<file path="src/rtl/linescanner_pkg.sv">
// Shared types and constants for the linescanner capture controller.
package linescanner_pkg;

    typedef enum logic [2:0] {
        ExpIdle,
        ExpCvcWait,
        ExpCdsWait,
        ExpAdcWait,
        ExpSampleHigh,
        ExpSampleLow
    } exp_state_e;

    typedef enum logic [1:0] {
        LdIdle,
        LdLval,
        LdDelay,
        LdAdcLow
    } load_state_e;

    // Usable sensor clocks per microsecond at the supported pixel clock rates.
    localparam int unsigned CLOCKS_PER_US_50MHZ = 48;
    localparam int unsigned CLOCKS_PER_US_60MHZ = 58;
    localparam int unsigned CLOCKS_PER_US_70MHZ = 68;

    localparam int unsigned DEFAULT_RST_CDS_HOLD_CLOCKS      = 7;
    localparam int unsigned DEFAULT_SAMPLE_TO_RELEASE_CLOCKS = 6;
    localparam int unsigned DEFAULT_LOAD_DELAY_CLOCKS        = 3;

    localparam int unsigned LINE_COUNT_WIDTH = 16;

endpackage

</file>
<file path="src/rtl/linescanner_wait_timer.sv">
// Loadable down-counter; done is high once the loaded count has drained to zero.
module linescanner_wait_timer #(
    parameter int unsigned TIMER_WIDTH = 8
) (
    input  logic                   clk,
    input  logic                   reset,
    input  logic                   start,
    input  logic [TIMER_WIDTH-1:0] load_value,
    output logic                   done
);

    logic [TIMER_WIDTH-1:0] count_q;

    always_ff @(posedge clk) begin
        if (reset) begin
            count_q <= '0;
        end else if (start) begin
            count_q <= load_value;
        end else if (count_q != '0) begin
            count_q <= count_q - 1'b1;
        end
    end

    assign done = (count_q == '0);

endmodule

</file>
<file path="src/rtl/linescanner_capture_controller.sv">
// Linescanner exposure sequencer, load strobe generator and pixel capture.
// Optional test pattern input enabled by defining LINESCANNER_TEST_PATTERN_EN.
module linescanner_capture_controller
    import linescanner_pkg::*;
#(
    parameter int unsigned DATA_WIDTH               = 8,
    parameter int unsigned LINE_PIXELS              = 1024,
    parameter int unsigned RST_CVC_HOLD_CLOCKS      = CLOCKS_PER_US_50MHZ,
    parameter int unsigned RST_CDS_HOLD_CLOCKS      = DEFAULT_RST_CDS_HOLD_CLOCKS,
    parameter int unsigned SAMPLE_HIGH_CLOCKS       = CLOCKS_PER_US_50MHZ,
    parameter int unsigned SAMPLE_TO_RELEASE_CLOCKS = DEFAULT_SAMPLE_TO_RELEASE_CLOCKS,
    parameter int unsigned LOAD_DELAY_CLOCKS        = DEFAULT_LOAD_DELAY_CLOCKS,
    parameter int unsigned TIMER_WIDTH              = 8
) (
    input  logic                           pixel_clock,
    input  logic                           reset,
    input  logic                           enable,
    input  logic [DATA_WIDTH-1:0]          data,
    input  logic                           end_adc,
    input  logic                           lval,
`ifdef LINESCANNER_TEST_PATTERN_EN
    input  logic                           test_pattern,
`endif
    output logic                           rst_cvc,
    output logic                           rst_cds,
    output logic                           sample,
    output logic                           load_pulse,
    output logic [DATA_WIDTH-1:0]          pixel_data,
    output logic                           pixel_valid,
    output logic [$clog2(LINE_PIXELS)-1:0] pixel_index,
    output logic                           line_start,
    output logic                           line_done,
    output logic                           line_error,
    output logic [LINE_COUNT_WIDTH-1:0]    line_count
);

    localparam int unsigned IDX_W = $clog2(LINE_PIXELS);
    localparam int unsigned CNT_W = $clog2(LINE_PIXELS + 1);
    localparam logic [CNT_W-1:0] FULL_COUNT = CNT_W'(LINE_PIXELS);

    // Timers are loaded with N-1 so the exit edge lands exactly N edges after entry.
    localparam logic [TIMER_WIDTH-1:0] CVC_LOAD  = TIMER_WIDTH'(RST_CVC_HOLD_CLOCKS - 1);
    localparam logic [TIMER_WIDTH-1:0] CDS_LOAD  = TIMER_WIDTH'(RST_CDS_HOLD_CLOCKS - 1);
    localparam logic [TIMER_WIDTH-1:0] SH_LOAD   = TIMER_WIDTH'(SAMPLE_HIGH_CLOCKS - 1);
    localparam logic [TIMER_WIDTH-1:0] REL_LOAD  = TIMER_WIDTH'(SAMPLE_TO_RELEASE_CLOCKS - 1);
    localparam logic [TIMER_WIDTH-1:0] LOAD_LOAD = TIMER_WIDTH'(LOAD_DELAY_CLOCKS - 1);

    // Exposure sequencer
    exp_state_e             exp_q, exp_d;
    logic                   rst_cvc_d, rst_cds_d, sample_d;
    logic                   exp_start, exp_done;
    logic [TIMER_WIDTH-1:0] exp_load;

    linescanner_wait_timer #(.TIMER_WIDTH(TIMER_WIDTH)) u_exp_timer (
        .clk        (pixel_clock),
        .reset      (reset),
        .start      (exp_start),
        .load_value (exp_load),
        .done       (exp_done)
    );

    always_ff @(posedge pixel_clock) begin
        if (reset) begin
            exp_q   <= ExpIdle;
            rst_cvc <= 1'b1;
            rst_cds <= 1'b1;
            sample  <= 1'b0;
        end else begin
            exp_q   <= exp_d;
            rst_cvc <= rst_cvc_d;
            rst_cds <= rst_cds_d;
            sample  <= sample_d;
        end
    end

    always_comb begin
        exp_d     = exp_q;
        rst_cvc_d = rst_cvc;
        rst_cds_d = rst_cds;
        sample_d  = sample;
        exp_start = 1'b0;
        exp_load  = '0;
        unique case (exp_q)
            ExpIdle: if (enable) begin
                rst_cvc_d = 1'b0;
                exp_start = 1'b1;
                exp_load  = CVC_LOAD;
                exp_d     = ExpCvcWait;
            end
            ExpCvcWait: if (exp_done) begin
                rst_cds_d = 1'b0;
                exp_start = 1'b1;
                exp_load  = CDS_LOAD;
                exp_d     = ExpCdsWait;
            end
            ExpCdsWait: if (exp_done) begin
                exp_d = ExpAdcWait;
            end
            ExpAdcWait: if (end_adc) begin
                sample_d  = 1'b1;
                exp_start = 1'b1;
                exp_load  = SH_LOAD;
                exp_d     = ExpSampleHigh;
            end
            ExpSampleHigh: if (exp_done) begin
                sample_d  = 1'b0;
                exp_start = 1'b1;
                exp_load  = REL_LOAD;
                exp_d     = ExpSampleLow;
            end
            ExpSampleLow: if (exp_done) begin
                rst_cvc_d = 1'b1;
                rst_cds_d = 1'b1;
                exp_d     = ExpIdle;
            end
            default: exp_d = ExpIdle;
        endcase
    end

    // Load strobe sequencer
    load_state_e ld_q, ld_d;
    logic        load_pulse_d, ld_start, ld_done;

    linescanner_wait_timer #(.TIMER_WIDTH(TIMER_WIDTH)) u_load_timer (
        .clk        (pixel_clock),
        .reset      (reset),
        .start      (ld_start),
        .load_value (LOAD_LOAD),
        .done       (ld_done)
    );

    always_ff @(posedge pixel_clock) begin
        if (reset) begin
            ld_q       <= LdIdle;
            load_pulse <= 1'b0;
        end else begin
            ld_q       <= ld_d;
            load_pulse <= load_pulse_d;
        end
    end

    always_comb begin
        ld_d         = ld_q;
        load_pulse_d = 1'b0;
        ld_start     = 1'b0;
        unique case (ld_q)
            LdIdle: if (end_adc) begin
                if (lval) begin
                    ld_d = LdLval;
                end else begin
                    ld_d     = LdDelay;
                    ld_start = 1'b1;
                end
            end
            LdLval: if (!lval) begin
                ld_d     = LdDelay;
                ld_start = 1'b1;
            end
            LdDelay: if (ld_done) begin
                load_pulse_d = 1'b1;
                ld_d         = LdAdcLow;
            end
            LdAdcLow: if (!end_adc) begin
                ld_d = LdIdle;
            end
            default: ld_d = LdIdle;
        endcase
    end

    // Pixel capture and line framing
    logic             lval_q, line_active_q, overlong_q;
    logic [CNT_W-1:0] cnt_q;
    logic             rise, in_line, capture, fall;
    logic [DATA_WIDTH-1:0] pix_src;

    // lval_q tracks lval through reset so a line already in progress is not taken as a rise.
    assign rise    = lval & ~lval_q;
    assign in_line = line_active_q | rise;
    assign capture = lval & in_line & (cnt_q < FULL_COUNT);
    assign fall    = line_active_q & ~lval;

`ifdef LINESCANNER_TEST_PATTERN_EN
    assign pix_src = test_pattern ? DATA_WIDTH'(cnt_q[IDX_W-1:0]) : data;
`else
    assign pix_src = data;
`endif

    always_ff @(posedge pixel_clock) begin
        if (reset) begin
            lval_q        <= lval;
            line_active_q <= 1'b0;
            overlong_q    <= 1'b0;
            cnt_q         <= '0;
            pixel_data    <= '0;
            pixel_valid   <= 1'b0;
            pixel_index   <= '0;
            line_start    <= 1'b0;
            line_done     <= 1'b0;
            line_error    <= 1'b0;
            line_count    <= '0;
        end else begin
            lval_q      <= lval;
            pixel_valid <= capture;
            line_start  <= capture & (cnt_q == '0);
            line_done   <= fall;
            line_error  <= fall & (overlong_q | (cnt_q != FULL_COUNT));
            if (lval && in_line) begin
                line_active_q <= 1'b1;
                if (!capture) begin
                    overlong_q <= 1'b1;
                end
            end
            if (capture) begin
                pixel_data  <= pix_src;
                pixel_index <= cnt_q[IDX_W-1:0];
                cnt_q       <= cnt_q + 1'b1;
            end
            if (fall) begin
                line_active_q <= 1'b0;
                overlong_q    <= 1'b0;
                cnt_q         <= '0;
                line_count    <= line_count + 1'b1;
            end
        end
    end

endmodule
</file>
<file path="config.mk">
export PLATFORM = sky130hd
export DESIGN_NAME = linescanner_capture_controller
export DESIGN_NICKNAME = d
export VERILOG_FILES = /design/src/rtl/linescanner_pkg.sv /design/src/rtl/linescanner_wait_timer.sv /design/src/rtl/linescanner_capture_controller.sv
export SDC_FILE = /design/constraint.sdc
export NUM_CORES = 1
export LEC_CHECK = 0
export ABC_CLOCK_PERIOD_IN_PS = 2370
export CAP_MARGIN = 20
export CORE_UTILIZATION = 52
export CTS_BUF_LIST = sky130_fd_sc_hd__clkbuf_4 sky130_fd_sc_hd__clkbuf_8
export DETAILED_ROUTE_END_ITERATION = 7
export PLACE_DENSITY_LB_ADDON = 0.12
export SYNTH_ARGS = -nofsm -noshare
export SYNTH_HDL_FRONTEND = slang
export SYNTH_SLANG_ARGS = --single-unit
</file>
<file path="constraint.sdc">
create_clock -name pixel_clock -period 2.37 [get_ports pixel_clock]
set_input_delay 0.3555 -clock pixel_clock [delete_from_list [all_inputs] [get_ports pixel_clock]]
set_output_delay 0.3555 -clock pixel_clock [all_outputs]
set_load 0.03 [all_outputs]
</file>
==> qor.csv <==
stage;metric;value;unit
status;status;finished clean;
clock_network;cts_hold_buf;0;
setup_path;r2r_slack;0.44;ns
setup_path;crit_path_start_kind;flop;
sta;rsz0062_at_grt;no;
synthesis;synth.most_common_cell;dfxtp_1;
sta;hold_violations;0;
sta;fin_crit;1.93;ns
synthesis;synth_fa_ha_area_frac;0.0402;
clock_network;cts_tree;yes;
clock_network;cts_setup_buffers;0;
synthesis;yosysSeqAreaShare;0.451;
global_route;antenna_found_initial;0;
layout;ff_latch_area;1540;um2
layout;multi_input_area;1760;um2
global_route;grt_max_degree;41;
synthesis;synth_mux_area_frac;0.0333;
synthesis;ys_top_cells_by_area;dfxtp_1 (45%), nand2_1 (6.0%), a21oi_1 (5.3%);
synthesis;async_flop_share;0;
clock_network;clk_transition_reported_paths;0.08;ns
setup_path;worstPathRequired;2.67;ns
setup_path;rr_startpoint;u_exp_timer.count_q[0];
place;numPortBuffers;54;
synthesis;syn_inst;395;
layout;drive_gt1_frac;0.0873;
synthesis;synth-simple-area-share;0.259;
detailed_routing;drtIter0Drc;175;
hold_path;hp-start;reset;
hold_path;whs_endpoint;rst_cds;
synthesis;yosysTopAreaCellShare;0.451;
sta;max_freq;519;MHz
clock_network;cts.path.max_buffers;2;
detailed_routing;routedWlPerCell;13.4;um
floorplan;coreArea;6350;um2
floorplan;dieArea;6900;um2
detailed_routing;drc;0;
layout;fin_cells;535;
layout;num_antenna_cells;0;
synthesis;synth_area;3420;um2
setup_path;r2r_cells;6;
synthesis;synth_flop_cell;dfxtp_1;
setup_path;crit_slowest_cell;nor3b_2;
synthesis;ys_ff_latch;77;
layout;fill_cells;524;
synthesis;syn_nets;419;
power;powerDensity;987;nW/um2
detailed_routing;via_per_inst;5.43;
sta;fin_setup_tns;0;ns
sta;relSlewSlack;0.658;
layout;area_growth;26.0;%
place;dp_hpwl;4880;um
clock_network;worstSkewPairLatency;0.35;ns
synthesis;synth_compound_gate_area_share;0.125;
global_route;grt_pass1_vias;2675;
hold_path;hold_class;input pin to flop;
detailed_routing;vias;2905;
place;place.gp.congestion;0.799;
setup_path;timing.rr.end;u_exp_timer.count_q[2];
job;maxCapViolCount;0;
clock_network;htreeDepth;3;
setup_path;end_kind;flop;
synthesis;synth_xor_area_frac;0.0563;
floorplan;num_rows;29;
sta;setup_viol;0;
detailed_routing;routed_wl;7170;um
clock_network;cts_root_buffer;clkbuf_8;
synthesis;yosysTopAreaCell;dfxtp_1;
setup_path;critical_path_class;flop to flop;
global_route;grt_pass1_wl;12300;um
floorplan;io_pins;55;
synthesis;ys_warn_count;0;
setup_path;critPathMaxStageDelay;0.45;ns
floorplan;die_width;83.1;um
global_route;grt_remaining_overflow;0;
setup_path;arrival;2.23;ns
power;leakage;1.61;nW
sta;period_share;0.814;
synthesis;synth_common_cells;dfxtp_1 (77), nand2_1 (55), a21oi_1 (36), nor2_1 (35), inv_1 (17);
clock_network;cts_buffers;9;
global_route;grt_usage;0.219;
sta;finClkSkew;0.00937;ns
synthesis;synth_top_family_by_area;simple AND/OR/NAND/NOR gates;
place;place_inst;519;
setup_path;path_cells;inv_1 -> ha_1 -> nor3b_2 -> nand2_2 -> o31ai_2 -> o31a_1;
synthesis;yosysUniqueCellTypes;49;
floorplan;initial_core_util;0.539;
hold_path;whs_path_depth;3;
synthesis;avgSynthCellArea;8.66;um2
synthesis;synth_edf_count;0;
clock_network;cts.repair.resized;0;
detailed_routing;ant_nets;0;
detailed_routing;drtPass1Iterations;4;
setup_path;crit_fanout;8;
sta;max_slew.worst_pin.slew;0.510;ns
clock_network;clkSinkCount;77;
layout;layout.nets;477;
power;ir_worst_vdd;706;uV
sta;final_max_slew_viol_count;0;
floorplan;chipHeight;83.1;um
## area by class of cell
type,instances,share of cell area
clock buffers,10,0.0319
clock inverters,6,0.0256
inverters,17,0.0148
multi-input cells,286,0.409
flip-flops and latches,77,0.358
well taps,77,0.0224
repair buffers,62,0.138
## power by group
| group | switching (mW) | total [mW] | internal (mW) |
|---|---|---|---|
| combinational | 0.725 | 1.34 | 0.611 |
| clock | 0.492 | 1.22 | 0.726 |
| sequential | 0.216 | 1.70 | 1.48 |
| total | 1.43 | 4.25 | 2.82 |
## worst max path at each step
stage	from	end	cells past startpoint
final	u_exp_timer.count_q[0]	u_exp_timer.count_q[2]	6
after global routing	u_exp_timer.count_q[0]	u_exp_timer.count_q[2]	6
after CTS	u_exp_timer.count_q[0]	u_exp_timer.count_q[2]	6
after detailed placement	lval	cnt_q[7]	5
after global placement	lval	cnt_q[7]	5
after floorplan	u_exp_timer.count_q[0]	u_exp_timer.count_q[2]	6
## kinds of logic (layout without fill, tap and decap cells)
group                    Yosys count  in the layout
flip-flops                        77             77
buffers and inverters             32             95
AND/OR/NAND/NOR                  171            171
XOR/XNOR                          22             22
adder cells (fa/ha/maj)           11             11
multiplexers                      11             11
AO/OA/AOI/OAI                     71             71
## registers in the layout (all words and copies together) (netlist names), 2 cells and up
register / flops
pixel_data: 8
exp_q: 3
pixel_index: 10
cnt_q: 11
ld_q: 2
u_load_timer.count_q: 8
line_count: 16
u_exp_timer.count_q: 8
## cell usage in the layout, fill, tap and decap left out, types with 3 or more instances in the layout
cell             synthesis  layout
nand2b_1                 6       6
nor2b_1                  7       7
or3_1                    7       7
ha_1                    11      11
o21ai_0                 10      10
nand4_1                 13      13
nor3_1                  12      11
mux2_2                   3       3
xnor2_1                 12      12
a31oi_1                  3       3
or4_1                    3       3
inv_1                   17      17
a211oi_1                 5       5
and4_1                   3       3
nor2_1                  35      35
buf_4                    0       8
clkdlybuf4s50_1          0      53
dfxtp_1                 77      77
bufinv_16                0       3
xor2_1                  10      10
a21oi_1                 36      36
nand2_1                 55      55
nor3b_1                  3       3
clkbuf_8                 0      10
mux2i_1                  8       8
nand3_1                 10      10
## routing by layer
layer	part of all wire	track usage
met5	0	0
met4	0.015	0.0940
met3	0.047	0.0636
met2	0.45	0.335
met1	0.49	0.287
## through the flow
step	util	area, um2	hold WS, ns	setup slack [ns]	total power [mW]
after CTS	0.678	4310	0.331	0.442	4.28
after detailed placement	0.639	4060	0.447	0.295	3.06
after floorplan	-	3420	0.383	0.697	2.75
after global placement	0.639	4060	0.441	0.295	3.01
final	0.678	4310	0.339	0.442	4.25
after global routing	0.678	4310	0.348	0.265	4.53
## worst max-delay path, delay by kind of cell, from the launching register on
kind,cells,cell delay (ns)
AOI/OAI and AO/OA,2,0.55
DFF,1,0.34
buffers and inverters,1,0.12
adders and majority gates,1,0.20
and+or+nand+nor,2,0.66
No activity file was read; power rests on OpenSTA's default activity.
